[src/rtl/demo_scene_renderer_if.sv]
// Video bus between the VGA timing generator and the scene renderer.
// The master side drives counters and raw syncs; the slave side returns RGB and realigned syncs.
interface demo_scene_renderer_if;
  logic [9:0] hpos;
  logic [9:0] vpos;
  logic       display_on;
  logic       hsync_in;
  logic       vsync_in;
  logic [1:0] r;
  logic [1:0] g;
  logic [1:0] b;
  logic       hsync_out;
  logic       vsync_out;

  modport master (
    output hpos, vpos, display_on, hsync_in, vsync_in,
    input  r, g, b, hsync_out, vsync_out
  );

  modport slave (
    input  hpos, vpos, display_on, hsync_in, vsync_in,
    output r, g, b, hsync_out, vsync_out
  );
endinterface

[src/rtl/demo_scene_renderer.sv]
// Two-stage pixel renderer with a frame-locked scene sequencer.
// state      | meaning
// SC_BARS    | eight vertical colour bars from hpos[8:6]
// SC_CHECKER | 32-pixel checkerboard scrolling horizontally with frame_cnt
// SC_XOR     | hpos^vpos pattern offset by frame_cnt
module demo_scene_renderer #(
  parameter int unsigned FRAMES_PER_SCENE = 120
) (
  input  logic                 clk,
  input  logic                 reset,
  demo_scene_renderer_if.slave vid,
  input  logic                 pause,
  input  logic                 next_scene,
  output logic [7:0]           frame_cnt,
  output logic [1:0]           scene
);

  typedef enum logic [1:0] {
    SC_BARS    = 2'd0,
    SC_CHECKER = 2'd1,
    SC_XOR     = 2'd2
  } scene_e;

  localparam logic [7:0] LAST_FRAME = 8'(FRAMES_PER_SCENE - 1);

  scene_e     scene_q;
  logic [7:0] frame_cnt_q;
  logic [7:0] fis_q;
  logic       pending_q;

  logic       frame_tick;
  logic       advance;
  logic       chk_bit;

  logic [7:0] v_d, v_q;
  logic       den_q;
  scene_e     scene_p_q;
  logic [1:0] r_d, g_d, b_d;
  logic [1:0] r_q, g_q, b_q;
  logic       hs_q, vs_q;

  // Start of vertical blank: scene changes here never tear a visible frame.
  assign frame_tick = (vid.hpos == 10'd0) && (vid.vpos == 10'd480);
  assign advance    = frame_tick &&
                      (pending_q || next_scene || (!pause && fis_q == LAST_FRAME));

  always_ff @(posedge clk) begin
    if (reset) begin
      scene_q     <= SC_BARS;
      frame_cnt_q <= '0;
      fis_q       <= '0;
      pending_q   <= 1'b0;
    end else begin
      if (frame_tick && !pause) frame_cnt_q <= frame_cnt_q + 8'd1;
      if (advance) begin
        fis_q     <= '0;
        pending_q <= 1'b0;
        case (scene_q)
          SC_BARS:    scene_q <= SC_CHECKER;
          SC_CHECKER: scene_q <= SC_XOR;
          default:    scene_q <= SC_BARS;
        endcase
      end else begin
        if (frame_tick && !pause) fis_q <= fis_q + 8'd1;
        if (next_scene) pending_q <= 1'b1;
      end
    end
  end

  // Bit 5 of the scrolled x coordinate only depends on the low six bits of the sum.
  assign chk_bit = 6'(vid.hpos[5:0] + frame_cnt_q[5:0]) >= 6'd32;

  always_comb begin
    v_d = '0;
    case (scene_q)
      SC_BARS:    v_d = {5'b0, vid.hpos[8:6]};
      SC_CHECKER: v_d = {7'b0, chk_bit ^ vid.vpos[5]};
      SC_XOR:     v_d = (vid.hpos[7:0] ^ vid.vpos[7:0]) + frame_cnt_q;
      default:    v_d = '0;
    endcase
  end

  always_comb begin
    r_d = '0;
    g_d = '0;
    b_d = '0;
    if (den_q) begin
      case (scene_p_q)
        SC_BARS: begin
          r_d = {2{v_q[2]}};
          g_d = {2{v_q[1]}};
          b_d = {2{v_q[0]}};
        end
        SC_CHECKER: begin
          r_d = {2{v_q[0]}};
          g_d = {2{v_q[0]}};
          b_d = {2{v_q[0]}};
        end
        SC_XOR: begin
          r_d = v_q[7:6];
          g_d = v_q[5:4];
          b_d = v_q[3:2];
        end
        default: ;
      endcase
    end
  end

  always_ff @(posedge clk) begin
    if (reset) begin
      v_q       <= '0;
      den_q     <= 1'b0;
      scene_p_q <= SC_BARS;
      r_q       <= '0;
      g_q       <= '0;
      b_q       <= '0;
      hs_q      <= 1'b1;
      vs_q      <= 1'b1;
    end else begin
      v_q       <= v_d;
      den_q     <= vid.display_on;
      scene_p_q <= scene_q;
      r_q       <= r_d;
      g_q       <= g_d;
      b_q       <= b_d;
      hs_q      <= vid.hsync_in;
      vs_q      <= vid.vsync_in;
    end
  end

  assign vid.r         = r_q;
  assign vid.g         = g_q;
  assign vid.b         = b_q;
  assign vid.hsync_out = hs_q;
  assign vid.vsync_out = vs_q;
  assign frame_cnt     = frame_cnt_q;
  assign scene         = scene_q;

endmodule

[src/flat_wrapper.sv]
// flat-port wrapper written by rule: the top's interface ports become plain ports
module demo_scene_renderer_flat 
#(
  parameter int unsigned FRAMES_PER_SCENE = 120
)
  (clk, reset, pause, next_scene, frame_cnt, scene, vid_hpos, vid_vpos, vid_display_on, vid_hsync_in, vid_vsync_in, vid_r, vid_g, vid_b, vid_hsync_out, vid_vsync_out);
  demo_scene_renderer_if vid_i ();
  input  logic clk;
  input  logic reset;
  input  logic pause;
  input  logic next_scene;
  output logic [7:0] frame_cnt;
  output logic [1:0] scene;
  input wire logic [$bits(vid_i.hpos)-1:0] vid_hpos;
  input wire logic [$bits(vid_i.vpos)-1:0] vid_vpos;
  input wire logic [$bits(vid_i.display_on)-1:0] vid_display_on;
  input wire logic [$bits(vid_i.hsync_in)-1:0] vid_hsync_in;
  input wire logic [$bits(vid_i.vsync_in)-1:0] vid_vsync_in;
  output wire logic [$bits(vid_i.r)-1:0] vid_r;
  output wire logic [$bits(vid_i.g)-1:0] vid_g;
  output wire logic [$bits(vid_i.b)-1:0] vid_b;
  output wire logic [$bits(vid_i.hsync_out)-1:0] vid_hsync_out;
  output wire logic [$bits(vid_i.vsync_out)-1:0] vid_vsync_out;
  assign vid_i.hpos = vid_hpos;
  assign vid_i.vpos = vid_vpos;
  assign vid_i.display_on = vid_display_on;
  assign vid_i.hsync_in = vid_hsync_in;
  assign vid_i.vsync_in = vid_vsync_in;
  assign vid_r = vid_i.r;
  assign vid_g = vid_i.g;
  assign vid_b = vid_i.b;
  assign vid_hsync_out = vid_i.hsync_out;
  assign vid_vsync_out = vid_i.vsync_out;
  demo_scene_renderer #(.FRAMES_PER_SCENE(FRAMES_PER_SCENE)) u_core (.clk(clk), .reset(reset), .vid(vid_i), .pause(pause), .next_scene(next_scene), .frame_cnt(frame_cnt), .scene(scene));
endmodule
[config.mk]
export PLATFORM = sky130hd
export DESIGN_NAME = demo_scene_renderer_flat
export DESIGN_NICKNAME = d
export VERILOG_FILES = /design/src/rtl/demo_scene_renderer_if.sv /design/src/rtl/demo_scene_renderer.sv /design/src/flat_wrapper.sv
export SDC_FILE = /design/constraint.sdc
export NUM_CORES = 1
export LEC_CHECK = 0
export CAP_MARGIN = 10
export CORE_MARGIN = 1.5
export CORE_UTILIZATION = 30
export CTS_CLUSTER_SIZE = 8
export DETAILED_ROUTE_END_ITERATION = 10
export REMOVE_ABC_BUFFERS = 1
export SLEW_MARGIN = 25
export SYNTH_ARGS = -nofsm -noshare
export SYNTH_HDL_FRONTEND = slang
export SYNTH_SLANG_ARGS = --single-unit
[constraint.sdc]
create_clock -name clk -period 3.3 [get_ports clk]
set_input_delay 0.66 -clock clk [delete_from_list [all_inputs] [get_ports clk]]
set_output_delay 0.66 -clock clk [all_outputs]
set_load 0.02 [all_outputs]
==> metrics.cfg, run 1 <==
[logic_synthesis]
seq_area_frac_synth = 0.338
yosysTopAreaCell = dfxtp_1
synth_seq_cells = 38
async_reset_ff_frac = 0
synth_top_cell_area_share = 0.338
synth-warning-count = 0
synth-edff-count = 0
synth_cells = 251
synth_area_leaders = dfxtp_1 34%, ha_1 7.8%, a21oi_1 4.2%
netlist_area_um2 = 2250
synth_cell_type_count = 56
syn_area_per_cell_um2 = 8.97
synth_ff_type = dfxtp_1

[clocking]
clock_latency_ns = 0.30
clockRootBuffer = clkbuf_8
postCtsSetupBuffers = 0
cts.sinks = 38
cts_hold_buffers = 0
cts_buffers = 5
h-tree-depth = 2
ctsResizeCount = 0
cts_tree = done
clk_pin_slew_ns = 0.08
clock_path_buffers = 2

[timing]
setup_violations = 0
relSlewSlack = 0.628
slew_violations = 0
tns_ns = 0
fin_ws_ns = 0.811
fin_crit_sh = 0.754
fin_skew_ns = 0.00762
hold_viol_final = 0
rsz0062_at_grt = false
max_freq_ghz = 0.402
period_needed_ns = 2.49
worst_slew_pin_slew_ns = 0.555

[floorplan]
fp.dieW_um = 89.6
fp-row-count = 31
start_util = 0.310
ios = 45
die-area_um2 = 8030
die_y_um = 89.6
core_area_um2 = 7250

[drt]
detail_route.vias_per_cell = 5.04
drc = 0
initialDrtViolationCount = 147
num_vias = 1985
drt.antenna.violating_nets = 0
wl_um = 5610
firstDrtPassIters = 4
wl_per_cell_um = 14.2

[worst_setup_path]
worst-path-max-fanout = 23
crit_family = simple AND/OR/NAND/NOR gates
cp.required_ns = 3.49
cp-start-kind = primary input
cp_num_buf_inv = 2
crit_slowest_cell = clkdlybuf4s50_1
path_class = primary input to flop
end_kind = flop
crit_chain = clkdlybuf4s50_1, nor4_2, nand3_1, buf_4, nor4b_1, mux2_2
arrival_ns = 2.68
slowest_delay_ns = 0.47

[global_routing]
grt_pass1_vias = 1832
antenna_found_initial = 0
track_usage = 0.148
gr-total-overflow = 0
grt_max_degree = 28
grt_pass1_wl_um = 8960

[power]
vdd.ir_drop.worst_mv = 0.154
pwr-share-clk = 0.452
intPower_mw = 0.828
seqPwrFrac = 0.435
p_per_area_nw_per_um2 = 366
power_frac_comb = 0.113
p_switching_mw = 0.242
switching_share = 0.226
p_leak_nw = 1.06
finalPower_mw = 1.07

[placement]
dp_hpwl_um = 4240
dp_slack_ns = 0.545
port_buffers = 44
place.gp.congestion = 0.830
post-place-cells = 386

[final_layout]
area_growth_pct = 29.7
finalNetCount = 336
instances_no_fill = 394
drive_gt1_frac = 0.0780
antenna_cells = 0

[hold_path]
hp-class = flop to flop

[run]
max-cap-violations = 0

[outcome]
outcome = finished clean

-- path summary, 6_finish.rpt --
| check | start | endpoint | slack (ns) | cells past startpoint |
|---|---|---|---|---|
| setup / recovery | vid_hpos[4] | u_core.frame_cnt[7] | 0.81 | 6 |
| hold / removal | u_core.v_q[3] | u_core.vid.b[1] | 0.47 | 2 |
| setup reg to reg | u_core.fis_q[0] | u_core.fis_q[0] | 1.44 | 5 |
| hold reg to reg | u_core.v_q[3] | u_core.vid.b[1] | 0.47 | 2 |
-- cell type report --
cell class	count	area [µm²]
clock buffer	5	68.8
tap	99	124
sequential	38	761
timing repair buffer	46	455
clock inverter	3	68.8
fill	750	4330
multi-input combinational	196	1420
inverter	7	26.3
-- power groups by stage --
stage	logic, mW	clock network (mW)	registers (mW)
floorplan	0.0531	0	0.479
global placement	0.119	0	0.476
detailed placement	0.120	0	0.477
CTS	0.121	0.495	0.466
global route	0.133	0.518	0.466
finish	0.120	0.483	0.466
-- through the flow --
step | instance area [µm²] | util | hold WS, ns
2_1_floorplan | 2200 | - | 0.422
3_3_place_gp | 2780 | 0.383 | 0.453
3_5_place_dp | 2780 | 0.383 | 0.450
4_1_cts | 2920 | 0.402 | 0.465
5_1_grt | 2920 | 0.402 | 0.499
6_report | 2920 | 0.402 | 0.470
-- cell families (layout without fill, tap and decap cells) --
| kind of cell | Yosys count | count (layout) | share of synthesized area |
|---|---|---|---|
| buf+inv | 17 | 61 | 0.0334 |
| flops | 38 | 38 | 0.338 |
| simple gates | 106 | 106 | 0.289 |
| mux | 9 | 9 | 0.0439 |
| fa+ha+maj | 15 | 15 | 0.0867 |
| xor+xnor | 14 | 14 | 0.0545 |
| compound gates | 52 | 52 | 0.155 |
-- synthesized netlist by cell type (2+ instances only) --
cell type,number
dfxtp_1,38
nor2_1,20
a21oi_1,19
ha_1,14
nand3_1,13
nand2_1,12
nor2b_1,11
inv_1,7
nor3_1,7
xnor2_1,7
xor2_1,7
buf_2,6
mux2_1,6
o21a_1,5
o31ai_1,5
a31oi_1,4
nand4_1,4
or3_1,4
clkbuf_1,3
nor3b_1,3
nor4_1,3
o21ai_0,3
or2_2,3
or4_1,3
a21o_1,2
and3_1,2
mux2i_1,2
nand2b_1,2
nand3b_1,2
nand4b_1,2
nor4_2,2
nor4b_1,2
o2111ai_1,2
o21ai_1,2
o21bai_1,2
o311ai_1,2
-- metal layers --
metal | track usage | part of all wire
met2 | 0.223 | 0.43
met4 | 0.0462 | 0.021
met3 | 0.0530 | 0.059
met5 | 0 | 0
met1 | 0.200 | 0.49
-- flip-flops by register name, indices dropped and copies added, names as in the netlist, 2 cells and up --
| signal | flops |
|---|---|
| u_core.v_q | 8 |
| u_core.fis_q | 8 |
| u_core.scene_p_q | 2 |
| u_core.scene | 2 |
| u_core.vid.r | 2 |
| u_core.vid.b | 2 |
| u_core.frame_cnt | 8 |
| u_core.vid.g | 2 |
-- tightest hold or removal path: stages (launching register included) --
cell,delay (ns)
dfxtp_1,0.32
nand2_1,0.05
a21oi_1,0.05
-- layout by cell type (no fill, tap or decap), drive strengths merged, types with 3 or more instances in the layout --
master,instances
xor2,7
or3,4
nand3,13
nor4b,4
o31ai,6
nand2,13
nor3,8
clkdlybuf4s50,44
nor3b,3
nand4,4
ha,14
nor4,6
a21oi,19
clkbuf,5
or2,4
xnor2,7
a31oi,4
inv,7
or4,3
nor2b,11
nor2,20
o21ai,5
o21a,5
mux2,7
dfxtp,38
No activity file was read; power rests on OpenSTA's default activity.
==> inputs of run 2 (changes only) <==
==> constraint.sdc (replaced) <==
create_clock -name clk -period 2.5 [get_ports clk]
set_input_delay 0.5 -clock clk [delete_from_list [all_inputs] [get_ports clk]]
set_output_delay 0.5 -clock clk [all_outputs]
set_load 0.02 [all_outputs]
==> run 2 against run 1 <==
Net effect: sequential cell count unchanged; global-route usage grew 0.60 points; sequential power is 32% higher; via count rose by 4.6%; cell count grew 3.6%; first-iteration DRC count shrank 27%; utilization is 1.4 points higher; critical path type unchanged; largest power group unchanged; highest routed layer unchanged.
==> metrics.cfg, run 2 (synthesized netlist as in run 1, its figures left out) <==
[outcome]
outcome = finished clean

[clocking]
cts_buffers = 5  ; unchanged
ctsResizeCount = 0  ; unchanged
h-tree-depth = 2  ; unchanged
cts.sinks = 38  ; unchanged
clockRootBuffer = clkbuf_8
cts_hold_buffers = 0  ; unchanged
clk_pin_slew_ns = 0.08  ; about the same
clock_latency_ns = 0.29  ; about the same
postCtsSetupBuffers = 0  ; unchanged
clock_path_buffers = 2  ; unchanged
cts_tree = done

[drt]
top_layer_used = met4
firstDrtPassIters = 4  ; unchanged
dr_wl_met2_um = 2580  ; +8.2%
wl_met3_um = 374  ; +12%
wl_per_cell_um = 14.3  ; +0.58%
wl_um = 5840  ; +4.2%
num_vias = 2077  ; +4.6%
drt-met1-wl_um = 2790  ; +0.87%
initialDrtViolationCount = 108  ; -27%
drc = 0  ; unchanged
drt.antenna.violating_nets = 0  ; unchanged
detail_route.vias_per_cell = 5.09  ; +1.0%

[final_layout]
layout_commonest_cell = clkdlybuf4s50_1
antenna_cells = 0  ; unchanged
final_cell_mix = 44 x clkdlybuf4s50_1, 38 x dfxtp_1, 20 x nor2_1, 19 x a21oi_1, 16 x buf_4
area_growth_pct = 34.4
finalNetCount = 350  ; +4.2%
fillCellCount = 733  ; -2.3%
multi_input_area_um2 = 1420  ; unchanged
drive_gt1_frac = 0.120  ; +0.0418
seq_area_um2 = 761  ; unchanged
instances_no_fill = 408  ; +3.6%

[power]
p_leak_nw = 1.13  ; +6.3%
intPower_mw = 1.10  ; +33%
p_per_area_nw_per_um2 = 465  ; +27%
vdd.ir_drop.worst_mv = 0.306  ; +98%
power_frac_comb = 0.122  ; +0.009
finalPower_mw = 1.41  ; +32%
p_switching_mw = 0.307  ; +27%
seqPwrFrac = 0.437  ; +0.002
switching_share = 0.218  ; -0.00768
pwr-share-clk = 0.442  ; -0.010

[floorplan]
ios = 45  ; unchanged
die-area_um2 = 8030  ; unchanged
die_y_um = 89.6  ; unchanged
fp.dieW_um = 89.6  ; unchanged
fp-row-count = 31  ; unchanged
start_util = 0.310  ; unchanged
core_area_um2 = 7250  ; unchanged

[timing]
fin_crit_sh = 0.895
setup_violations = 0  ; unchanged
max_freq_ghz = 0.447
period_needed_ns = 2.24
slew_violations = 0  ; unchanged
fin_ws_ns = 0.263  ; -0.549 ns
relSlewSlack = 0.633  ; +0.00430
rsz0062_at_grt = false
fin_skew_ns = 0.00640  ; -0.00122 ns
worst_slew_pin_slew_ns = 0.549  ; -0.00642 ns
hold_viol_final = 0  ; unchanged

[worst_setup_path]
path_class = primary input to flop
arrival_ns = 2.41  ; -0.27 ns
cp.required_ns = 2.67  ; -0.82 ns
end_kind = flop
cp-start-kind = primary input
worst-path-max-fanout = 3  ; -87%

[hold_path]
hp-class = flop to flop

[placement]
port_buffers = 44  ; unchanged
dp_hpwl_um = 4540  ; +7.2%
post-place-cells = 400  ; +3.6%
dp_slack_ns = -0.0210  ; -0.566 ns
place.gp.congestion = 0.815  ; -1.9%

[global_routing]
track_usage = 0.154  ; +0.00596
grt_pass1_wl_um = 9360  ; +4.5%
grt_pass1_vias = 1940  ; +5.9%
gr-total-overflow = 0  ; unchanged
antenna_found_initial = 0  ; unchanged
grt_max_degree = 28  ; unchanged

[run]
max-cap-violations = 0  ; unchanged

[run 2: cell count changes in the layout (fill, tap and decap cells not counted)]
cell / change
buf_4: +14
[run 2: final cells by class]
class | count | share of cell area
multi-input combinational | 196 | 0.468
sequential | 38 | 0.252
clock buffer | 5 | 0.0228
inverter | 7 | 0.00869
clock inverter | 3 | 0.0228
timing repair buffer | 60 | 0.185
tap | 99 | 0.0410
[run 2: per-stage QoR]
stage / setup TNS (ns) / cell area, µm² / util / hold WS (ns)
after floorplan: 0 / 2200 / - / 0.422
after global placement: -0.000811 / 2890 / 0.398 / 0.441
after detailed placement: -0.0210 / 2890 / 0.398 / 0.435
after CTS: 0 / 3020 / 0.417 / 0.450
after global routing: 0 / 3020 / 0.417 / 0.475
final: 0 / 3020 / 0.417 / 0.455
[run 2: worst max-delay path, cell delays in order]
cell	delay, ns
clkdlybuf4s50_1	0.43
xor2_1	0.19
ha_1	0.23
fa_1	0.40
a21o_1	0.17
a21oi_1	0.26
or4_1	0.16
nand3_1	0.07
[run 2: final timing paths]
kind	from	end	slack, ns	cells past startpoint
setup / recovery	vid_hpos[0]	u_core.v_q[6]	0.26	8
hold / removal	u_core.v_q[3]	u_core.vid.b[1]	0.45	2
setup reg to reg	u_core.frame_cnt[0]	u_core.v_q[6]	0.63	6
hold reg to reg	u_core.v_q[3]	u_core.vid.b[1]	0.45	2
[run 2: power groups by stage]
stage                     sequential, mW  combinational [mW]  clock [mW]
after floorplan                    0.633              0.0701           0
after global placement             0.629               0.168           0
after detailed placement           0.629               0.170           0
after CTS                          0.615               0.171       0.637
after global routing               0.615               0.188       0.657
final                              0.615               0.171       0.622
[run 2: layer usage]
metal,global-route usage,vias to the layer above
met5,0,-
met1,0.216,978
li1,-,1033
met4,0.0448,0
met2,0.237,58
met3,0.0347,8
==> inputs of run 3 (changes only) <==
--- a/config.mk
+++ b/config.mk
@@ -6,10 +6,14 @@
 export NUM_CORES = 1
 export LEC_CHECK = 0
 export CAP_MARGIN = 10
+export CELL_PAD_IN_SITES_DETAIL_PLACEMENT = 2
+export CELL_PAD_IN_SITES_GLOBAL_PLACEMENT = 2
 export CORE_MARGIN = 1.5
 export CORE_UTILIZATION = 30
 export CTS_CLUSTER_SIZE = 8
 export DETAILED_ROUTE_END_ITERATION = 10
+export GPL_ROUTABILITY_DRIVEN = 0
+export PLACE_DENSITY_LB_ADDON = 0.1
 export REMOVE_ABC_BUFFERS = 1
 export SLEW_MARGIN = 25
 export SYNTH_ARGS = -nofsm -noshare
==> run 3 against run 2 <==
Net effect: worst setup slack worse by 0.013 ns; utilization up 0.40 points; maximum frequency down 0.60%; sequential share of layout area down 0.24 points; power down 5.7%; sequential cell count unchanged; first-iteration DRC count down 69%; critical path type unchanged; largest cell class unchanged; clock power down 14%; via count up 2.0%; count of clock-buffer cells in the layout unchanged; register-to-register slack better by 0.06 ns.
==> metrics.cfg, run 3 (synthesized netlist as in run 1, its figures left out) <==
[hold_path]
hp-class = flop to flop
min_from = u_core.v_q[3]

[worst_setup_path]
crit_family = simple AND/OR/NAND/NOR gates
path_class = primary input to flop
worst-path-max-fanout = 4  ; +1
cp_num_buf_inv = 2  ; +1
crit_chain = clkdlybuf4s50_1, buf_4, nor4_4, nand2_2, nor4b_1, mux2_2
arrival_ns = 2.44  ; +0.03 ns
slowest_delay_ns = 0.48  ; +0.05 ns
startpoint = vid_hpos[0]
r2r-start = u_core.frame_cnt[3]
crit_slowest_cell = nor4b_1
end_kind = flop
cp-start-kind = primary input
cp.required_ns = 2.69  ; +0.02 ns

[power]
p_per_area_nw_per_um2 = 435  ; -6.6%
p_leak_nw = 1.14  ; +1.4%
vdd.ir_drop.worst_mv = 0.149  ; -51%

[floorplan]
die-area_um2 = 8030  ; unchanged
ios = 45  ; unchanged
core_area_um2 = 7250  ; unchanged
fp.dieW_um = 89.6  ; unchanged
fp-row-count = 31  ; unchanged
start_util = 0.310  ; unchanged
die_y_um = 89.6  ; unchanged

[placement]
dp_hpwl_um = 5490  ; +21%
place_area_um2 = 2940  ; +1.8%
post-place-cells = 407  ; +1.8%
port_buffers = 44  ; unchanged
dp_slack_ns = -0.0444  ; -0.0234 ns

[run]
max-cap-violations = 0  ; unchanged

[clocking]
postCtsSetupBuffers = 0  ; unchanged
cts_buffers = 5  ; unchanged
cts.sinks = 38  ; unchanged
clock_latency_ns = 0.29  ; about the same
clk_pin_slew_ns = 0.08  ; about the same
cts_hold_buffers = 0  ; unchanged
clock_path_buffers = 2  ; unchanged
ctsResizeCount = 0  ; unchanged
cts_tree = done
clockRootBuffer = clkbuf_8
h-tree-depth = 2  ; unchanged

[drt]
num_vias = 2118  ; +2.0%
drt.antenna.violating_nets = 0  ; unchanged
detail_route.vias_per_cell = 5.10  ; +0.25%
wl_um = 6830  ; +17%
wl_per_cell_um = 16.4  ; +15%
initialDrtViolationCount = 33  ; -69%
firstDrtPassIters = 4  ; unchanged
drc = 0  ; unchanged

[outcome]
outcome = finished clean

[timing]
hold_slack_ns = 0.458  ; +0.00338 ns
slew_violations = 0  ; unchanged
relSlewSlack = 0.677  ; +0.0444
fin_skew_ns = 0.00311  ; -0.00328 ns
hold_viol_final = 0  ; unchanged
max_freq_ghz = 0.444  ; -0.60%
setup_violations = 0  ; unchanged
worst_slew_pin_slew_ns = 0.478  ; -0.0708 ns
rsz0062_at_grt = false
fin_crit_sh = 0.900  ; +0.00539
fin_ws_ns = 0.249  ; -0.0135 ns
period_needed_ns = 2.25  ; +0.0135 ns
tns_ns = 0  ; unchanged

[final_layout]
layout_commonest_cell = clkdlybuf4s50_1
antenna_cells = 0  ; unchanged
drive_gt1_frac = 0.139  ; +0.0195
area_growth_pct = 35.6
finalNetCount = 357  ; +2.0%
instances_no_fill = 415  ; +1.7%
final_cell_mix = 44 x clkdlybuf4s50_1, 38 x dfxtp_1, 23 x buf_4, 20 x nor2_1, 19 x a21oi_1
fillCellCount = 842  ; +15%
stdcell_area_um2 = 3050  ; +0.95%

[global_routing]
gr-total-overflow = 0  ; unchanged
grt_pass1_vias = 2146  ; +11%
antenna_found_initial = 0  ; unchanged
grt_max_degree = 21  ; -25%
track_usage = 0.178  ; +0.0235
grt_pass1_wl_um = 10800  ; +15%

run 3: cell type report:
cell class / count / area, µm² / area share
flip-flops and latches: 38 / 761 / 0.249
clock inverters: 3 / 45.0 / 0.0148
repair buffers: 67 / 613 / 0.201
multi-input cells: 196 / 1420 / 0.464
well taps: 99 / 124 / 0.0406
clock buffers: 5 / 68.8 / 0.0225
inverters: 7 / 26.3 / 0.00861
run 3: metal layers:
| metal | track usage | share of wire | vias up |
|---|---|---|---|
| met2 | 0.313 | 0.48 | 48 |
| met5 | 0 | 0 | - |
| met1 | 0.224 | 0.47 | 1015 |
| li1 | - | - | 1046 |
| met3 | 0.0311 | 0.035 | 9 |
| met4 | 0.0462 | 0.012 | 0 |
run 3: worst reg2reg max path, delay by kind of cell (launching register included):
family	cells	cell delay (ns)
flip-flops	1	0.54
multiplexers	1	0.39
AND/OR/NAND/NOR	3	0.78
run 3: path summary, 6_finish.rpt:
kind | endpoint | slack (ns) | cells past startpoint
min reg2reg | u_core.vid.b[1] | 0.46 | 2
max reg2reg | u_core.frame_cnt[7] | 0.69 | 4
min | u_core.vid.b[1] | 0.46 | 2
max | u_core.frame_cnt[7] | 0.25 | 6
run 3: through the flow:
| stage | util | power [mW] |
|---|---|---|
| 2_1_floorplan | - | 0.703 |
| 5_1_grt | 0.421 | 1.39 |
| 3_5_place_dp | 0.405 | 0.808 |
| 3_3_place_gp | 0.405 | 0.804 |
| 6_report | 0.421 | 1.33 |
| 4_1_cts | 0.421 | 1.35 |
run 3: power breakdown:
group          internal [mW]  leakage, nW  switching (mW)  total (mW)
sequential             0.612        0.308         0.00217       0.615
clock                  0.297       0.0504           0.237       0.534
combinational         0.0931        0.783          0.0854       0.178
total                   1.00         1.14           0.325        1.33
